`config.mk`:
```
export PLATFORM = sky130hd
export DESIGN_NAME = gray_count_decoder
export DESIGN_NICKNAME = d
export VERILOG_FILES = /design/src/rtl/gray_count_decoder.sv
export SDC_FILE = /design/constraint.sdc
export NUM_CORES = 1
export LEC_CHECK = 0
export CAP_MARGIN = 20
export CORE_MARGIN = 5
export CORE_UTILIZATION = 35
export DETAILED_ROUTE_END_ITERATION = 6
export PLACE_DENSITY = 0.66
export SLEW_MARGIN = 25
export SYNTH_ARGS = -nofsm -noshare
export SYNTH_HDL_FRONTEND = slang
export SYNTH_SLANG_ARGS = --single-unit
```
`constraint.sdc`:
```
create_clock -name clk -period 3 [get_ports clk]
set_clock_uncertainty 0.2 [all_clocks]
set_input_delay 0.6 -clock clk [delete_from_list [all_inputs] [get_ports clk]]
set_output_delay 0.6 -clock clk [all_outputs]
set_load 0.005 [all_outputs]
```
`src/rtl/gray_count_decoder.sv`:
```
// gray_count_decoder: synchronises a Gray count, decodes it to binary and checks each sampled step for +1 progression.
// Define GRAY_DEC_SYNC_EN to insert the two-flop synchroniser for asynchronous gray_in sources.
module gray_count_decoder #(
  parameter int WIDTH = 3,
  parameter int ERR_W = 8
) (
  input  logic             clk,
  input  logic             rst,
  input  logic [WIDTH-1:0] gray_in,
  input  logic             sample_en,
  input  logic             clr_err,
  output logic [WIDTH-1:0] bin_out,
  output logic             bin_valid,
  output logic             step_up,
  output logic             step_err,
  output logic [ERR_W-1:0] err_count
);
  typedef enum logic {IDLE, TRACK} state_t;
  state_t state, state_n;
  logic [WIDTH-1:0] g, b, inc, bin_n;
  logic [ERR_W-1:0] cnt_n;
  logic valid_n, up_n, err_n, track;
`ifdef GRAY_DEC_SYNC_EN
  logic [WIDTH-1:0] sync1;
  always_ff @(posedge clk or posedge rst)
    if (rst) {g, sync1} <= '0;
    else {g, sync1} <= {sync1, gray_in};
`else
  assign g = gray_in;
`endif
  // each binary bit is the parity of all Gray bits at or above it
  for (genvar i = 0; i < WIDTH; i++) begin : g_dec
    assign b[i] = ^g[WIDTH-1:i];
  end
  always_comb begin
    inc = bin_out + WIDTH'(1);
    track = state == TRACK;
    state_n = sample_en ? TRACK : state;
    bin_n = sample_en ? b : bin_out;
    valid_n = sample_en | bin_valid;
    up_n = sample_en & track & (b == inc);
    err_n = sample_en & track & (b != bin_out) & (b != inc);
    cnt_n = clr_err ? '0 : (err_n && !(&err_count)) ? err_count + ERR_W'(1) : err_count;
  end
  always_ff @(posedge clk or posedge rst)
    if (rst) begin
      state <= IDLE;
      bin_out <= '0;
      bin_valid <= 1'b0;
      step_up <= 1'b0;
      step_err <= 1'b0;
      err_count <= '0;
    end else begin
      state <= state_n;
      bin_out <= bin_n;
      bin_valid <= valid_n;
      step_up <= up_n;
      step_err <= err_n;
      err_count <= cnt_n;
    end
endmodule

```
== Word-level counts from Yosys, hierarchy flattened ==
Cells that the tools add are included.
Cells by class
  reductions and logical operators: 6
  eq/ne operators: 3
  bitwise operators: 5
  muxes and demuxes: 2
  $add $sub $neg: 2
Operators by type and width (number)
  $mux 8: 2
  $add 8x1->8 const B: 1
  $reduce_and 8->1: 1
  $ne 3x3->1: 2
  $and 1x1->1: 4
  $add 3x1->3 const B: 1
  $eq 3x3->1: 1
  $reduce_xor 3->1: 1
  $reduce_bool 2->1: 1
  $reduce_xor 2->1: 1
  $logic_and 1x1->1: 1
  $logic_not 1->1: 1
  $or 1x1->1: 1
Word-level totals
  output and inout bits: 14
  register bits: 15
  input port bits: 7
  word-level logic and storage cells: 24

== Longest topological paths before layout ==
  depth in word-level cells: 7
  gate-level depth with buffers: 7
  gate-level depth less buffers: 6

== Worst setup path before layout ==
Ideal clock, no wire load.
  path kind: register to register
  start: register bin_out[0]
  end: register err_count[3]
  data required time: 2.675 ns
  period minus slack after synthesis: 2.248 ns
  stages on the path, launching flop included: 8
  path slack: 0.752 ns
  data arrival time: 1.923 ns
  library setup time: 0.125 ns
  buffers on the path: 1
  path through: dfrtp_1 ha_1 xor2_1 or3_1 a21oi_2 buf_6 nor4_1 mux2_2
Between the ends
  longest elaborated chain between the ends: 5
  elaborated cells between the ends (all ways): 7
  classes of those cells: add/sub: 1; eq/ne: 2; bitwise: 2; reduce/logical: 2
Ends and longest elaborated chain
  start: declaration: line 12  | output logic [WIDTH-1:0] bin_out,
  start signal: assignment: line 55  | bin_out <= bin_n;
  $add 3x1->3 / $ne 3x3->1 (equally long branches): line 36, 42
  $ne 3x3->1 / $and 1x1->1 (equally long branches): line 42  | err_n = sample_en & track & (b != bin_out) & (b != inc);
  $and 1x1->1 *: line 42
  $logic_and 1x1->1 *: line 43  | cnt_n = clr_err ? '0 : (err_n && !(&err_count)) ? err_count + ERR_W'(1) : err_count;
  $reduce_bool 2->1 (no line) *
  end signal: assignment: line 59  | err_count <= cnt_n;
  end: declaration: line 16  | output logic [ERR_W-1:0] err_count
Every way passes the cells marked *; elsewhere a longest branch is shown, timed or not.
A chain may end at the register's enable or synchronous reset.

== Worst setup path in the final report ==
  start: input port gray_in[1]
  end: register err_count[0]
Between the ends
  longest elaborated chain between the ends: 6
  elaborated cells between the ends (all ways): 8
  classes of those cells: eq/ne: 2; bitwise: 2; reduce/logical: 4
Ends and longest elaborated chain
  start: declaration: line 9  | input logic [WIDTH-1:0] gray_in,
  $reduce_xor 3->1 / $reduce_xor 2->1 (equally long branches): line 33  | assign b[i] = ^g[WIDTH-1:i];
  $ne 3x3->1: line 42
  $and 1x1->1: line 42
  $and 1x1->1 *: line 42
  $logic_and 1x1->1 *: line 43
  $reduce_bool 2->1 (no line) *
Marks and branches as above.

==> metrics.json <==
{
  "outcome": {
    "outcome": "finished, final reports clean"
  },
  "place": {
    "placement.io_buffers": 20,
    "place.gp.congestion": 0.777,
    "hpwlAfterDp_um": 1540,
    "placement.setup.worst_slack_ps": 70.5
  },
  "hold_path": {
    "min_from": "bin_valid",
    "min_path_type": "flop to flop"
  },
  "synthesis": {
    "synth.area.top_cells": "dfrtp_1 41%, mux2_2 6.1%, nor2b_1 3.4%",
    "synth_sequential_area_ratio_pct": 41.0,
    "ys_seq_elements": 15,
    "post_synth_inst_count": 89,
    "yosysUniqueCellTypes": 31,
    "post-synth-top-area-fraction_pct": 41.0,
    "synthesis.nets": 98,
    "post_synth.cell_area_avg_sq_um": 10.3,
    "synth.cell_area_sq_um": 916,
    "synth_top_cell_by_area": "dfrtp_1",
    "synthesis.yosys.warnings": 0
  },
  "floorplanning": {
    "rows": 18,
    "placeable_area_sq_mm": 0.00250,
    "num_ports": 21,
    "die-area_sq_mm": 0.00374,
    "die_x_um": 61.2,
    "height_of_the_chip_um": 61.2,
    "starting_density_of_the_core_pct": 36.6
  },
  "sta": {
    "max_slew_margin_pct": 59.3,
    "report.final.setup_viol": 0,
    "finalWorstSetupSlack_ps": 388,
    "unrepaired_setup_endpoints_after_global_routing": "false",
    "setup_total_negative_slack_ps": 0,
    "min_period_over_period_pct": 87.1,
    "slew_violations": 0,
    "fmaxAchievable_mhz": 383,
    "finalHoldViolCount": 0,
    "max_slew.worst_pin.slew_ps": 610,
    "final_critical_delay_including_setup_and_external_delays_ps": 2610
  },
  "finish": {
    "fillers": 237,
    "drive_above_1_share_pct": 14.4,
    "syn_to_final_growth_pct": 27.0,
    "final_util_pct": 46.5,
    "layout_commonest_cell": "clkdlybuf4s50_1",
    "antennaDiodeCount": 0,
    "nNetsFinal": 121,
    "layout_common_cells": "20 x clkdlybuf4s50_1, 15 x dfrtp_1, 6 x nor2_1, 6 x a21oi_1"
  },
  "setup_path": {
    "cp_max_fo": 13,
    "r2r_start": "bin_out[1]",
    "regToRegEndpoint": "err_count[0]",
    "end_kind": "flop",
    "worst_setup_path_startpoint": "gray_in[1]",
    "cp_peak_stage_delay_ps": 520,
    "reg2reg_setup_slack_ps": 470,
    "cp-endpoint": "err_count[0]",
    "worstPathCellList": "clkdlybuf4s50_1 -> xor2_1 -> or3_1 -> a21oi_2 -> nor4b_2 -> mux2_2",
    "critical-path-slowest-cell": "clkdlybuf4s50_1",
    "rr_worst_depth": 6,
    "critical_path_arrival_ps": 2590,
    "setup.worst_path.class": "input port to flop",
    "worst_setup_path_start_kind": "input port",
    "required_ps": 2980
  },
  "clock_tree": {
    "ctsLongestPathBuffers": 2,
    "cts_setup_buffers": 0,
    "numClockSinks": 15,
    "clk-insertion-delay-late_ps": 280,
    "ctsHtreeMaxLevel": 1,
    "clockRootBuffer": "clkbuf_4",
    "cts.reportedPaths.clkPinSlew_ps": 90,
    "holdBufCountCts": 0,
    "clock_tree_from_tritoncts": "built",
    "cts_resized": 0,
    "clock_buffer_count_from_cts": 3
  },
  "detailed_routing": {
    "detail_route.iter0.violations": 19,
    "drt_pass1_iterations": 4,
    "final_routed_wirelength_across_all_metal_layers_um": 2060,
    "drc_violation_count_after_routing": 0,
    "per_cell_routed_wire_length_um": 14.6,
    "num_vias": 750,
    "antenna_violating_nets_post_route": 0,
    "vias_per_cell": 5.32
  },
  "grt": {
    "grt_first_pass_wirelength_um": 3510,
    "maximum_number_of_pins_on_one_net_before_global_route_repair": 16,
    "vias_in_the_first_global_route": 770,
    "grt_overflow": 0,
    "grt_usage_pct": 12.8,
    "antenna_found_initial": 0
  },
  "run": {
    "timing.max_cap.violations": 0
  },
  "pwr": {
    "vdd_drop_max_mv": 0.309,
    "powerDensity_mw_per_mm2": 425,
    "leakagePower_nw": 0.453
  }
}
==> cells in the mapped netlist <==
cell	n
o31ai_1	4
nor4b_1	1
or3_1	1
dfrtp_1	15
nand3_1	4
nor4b_2	1
and4_1	1
and3_1	2
xor2_1	3
buf_2	1
nand2b_1	2
nand4bb_4	1
xor2_2	1
a21oi_1	6
a21oi_2	1
or2_2	2
nand2_1	5
nor4_1	2
mux2_2	5
nor3_1	2
buf_6	2
nand4_1	4
clkbuf_1	1
xnor2_1	2
or4bb_1	1
mux2i_1	1
nor2b_1	5
nor2_1	6
inv_1	1
ha_1	2
or4_1	4
==> state kept, by name, indices dropped and copies added (netlist names) <==
signal and cells:
err_count 8, bin_out 3, bin_valid 1, state 1, step_err 1, step_up 1
==> per-layer routing <==
layer,track usage [%],vias to the layer above,wire length [um]
li1,-,371,-
met1,15.7,358,940
met2,21.1,21,1020
met3,4.40,0,104
met4,3.72,0,0
met5,0,-,0
==> area by class of cell <==
type | instances | area (sq um) | area share, %
clock buffers | 4 | 26.3 | 2.26
inverters | 1 | 3.75 | 0.323
multi-input cells | 69 | 505 | 43.4
flip-flops and latches | 15 | 375 | 32.3
well taps | 30 | 37.5 | 3.23
repair buffers | 22 | 215 | 18.5
==> power breakdown <==
part | leakage (nW) | internal, mW | total [mW] | switching, mW
Combinational | 0.250 | 0.0740 | 0.143 | 0.0690
Clock | 0.0150 | 0.0517 | 0.118 | 0.0664
Sequential | 0.189 | 0.217 | 0.234 | 0.0166
==> worst max-delay path, delay by kind of cell <==
family                 cells  cell delay, ps
multiplexers               1             300
buffers and inverters      1             520
AND/OR/NAND/NOR            2             510
AO/OA/AOI/OAI              1             450
XOR/XNOR                   1             200
==> worst min path at each step <==
stage,to,slack (ps),depth (start not counted)
2_1_floorplan,bin_valid,260,1
3_3_place_gp,bin_valid,260,1
3_5_place_dp,bin_valid,260,1
4_1_cts,bin_valid,280,1
5_1_grt,bin_valid,330,1
6_report,bin_valid,280,1
==> cells by family after synthesis <==
kind of cell | after synthesis | synth area share [%]
xor gates and xnor gates | 6 | 6.56
muxes | 6 | 7.24
DFF | 15 | 41.0
and+or+nand+nor | 44 | 31.1
AOI/OAI and AO/OA | 11 | 7.51
buffers and inverters | 5 | 3.82
adders and majority gates | 2 | 2.73
==> through the flow <==
stage / cell area (sq um) / instances / hold WS, ps / total power, mW
floorplan: 916 / 89 / 262 / 0.330
global placement: 1140 / 137 / 257 / 0.377
detailed placement: 1140 / 137 / 259 / 0.382
CTS: 1160 / 141 / 285 / 0.508
global route: 1160 / 141 / 334 / 0.531
finish: 1160 / 141 / 278 / 0.495
(Power assumes the default switching activity.)
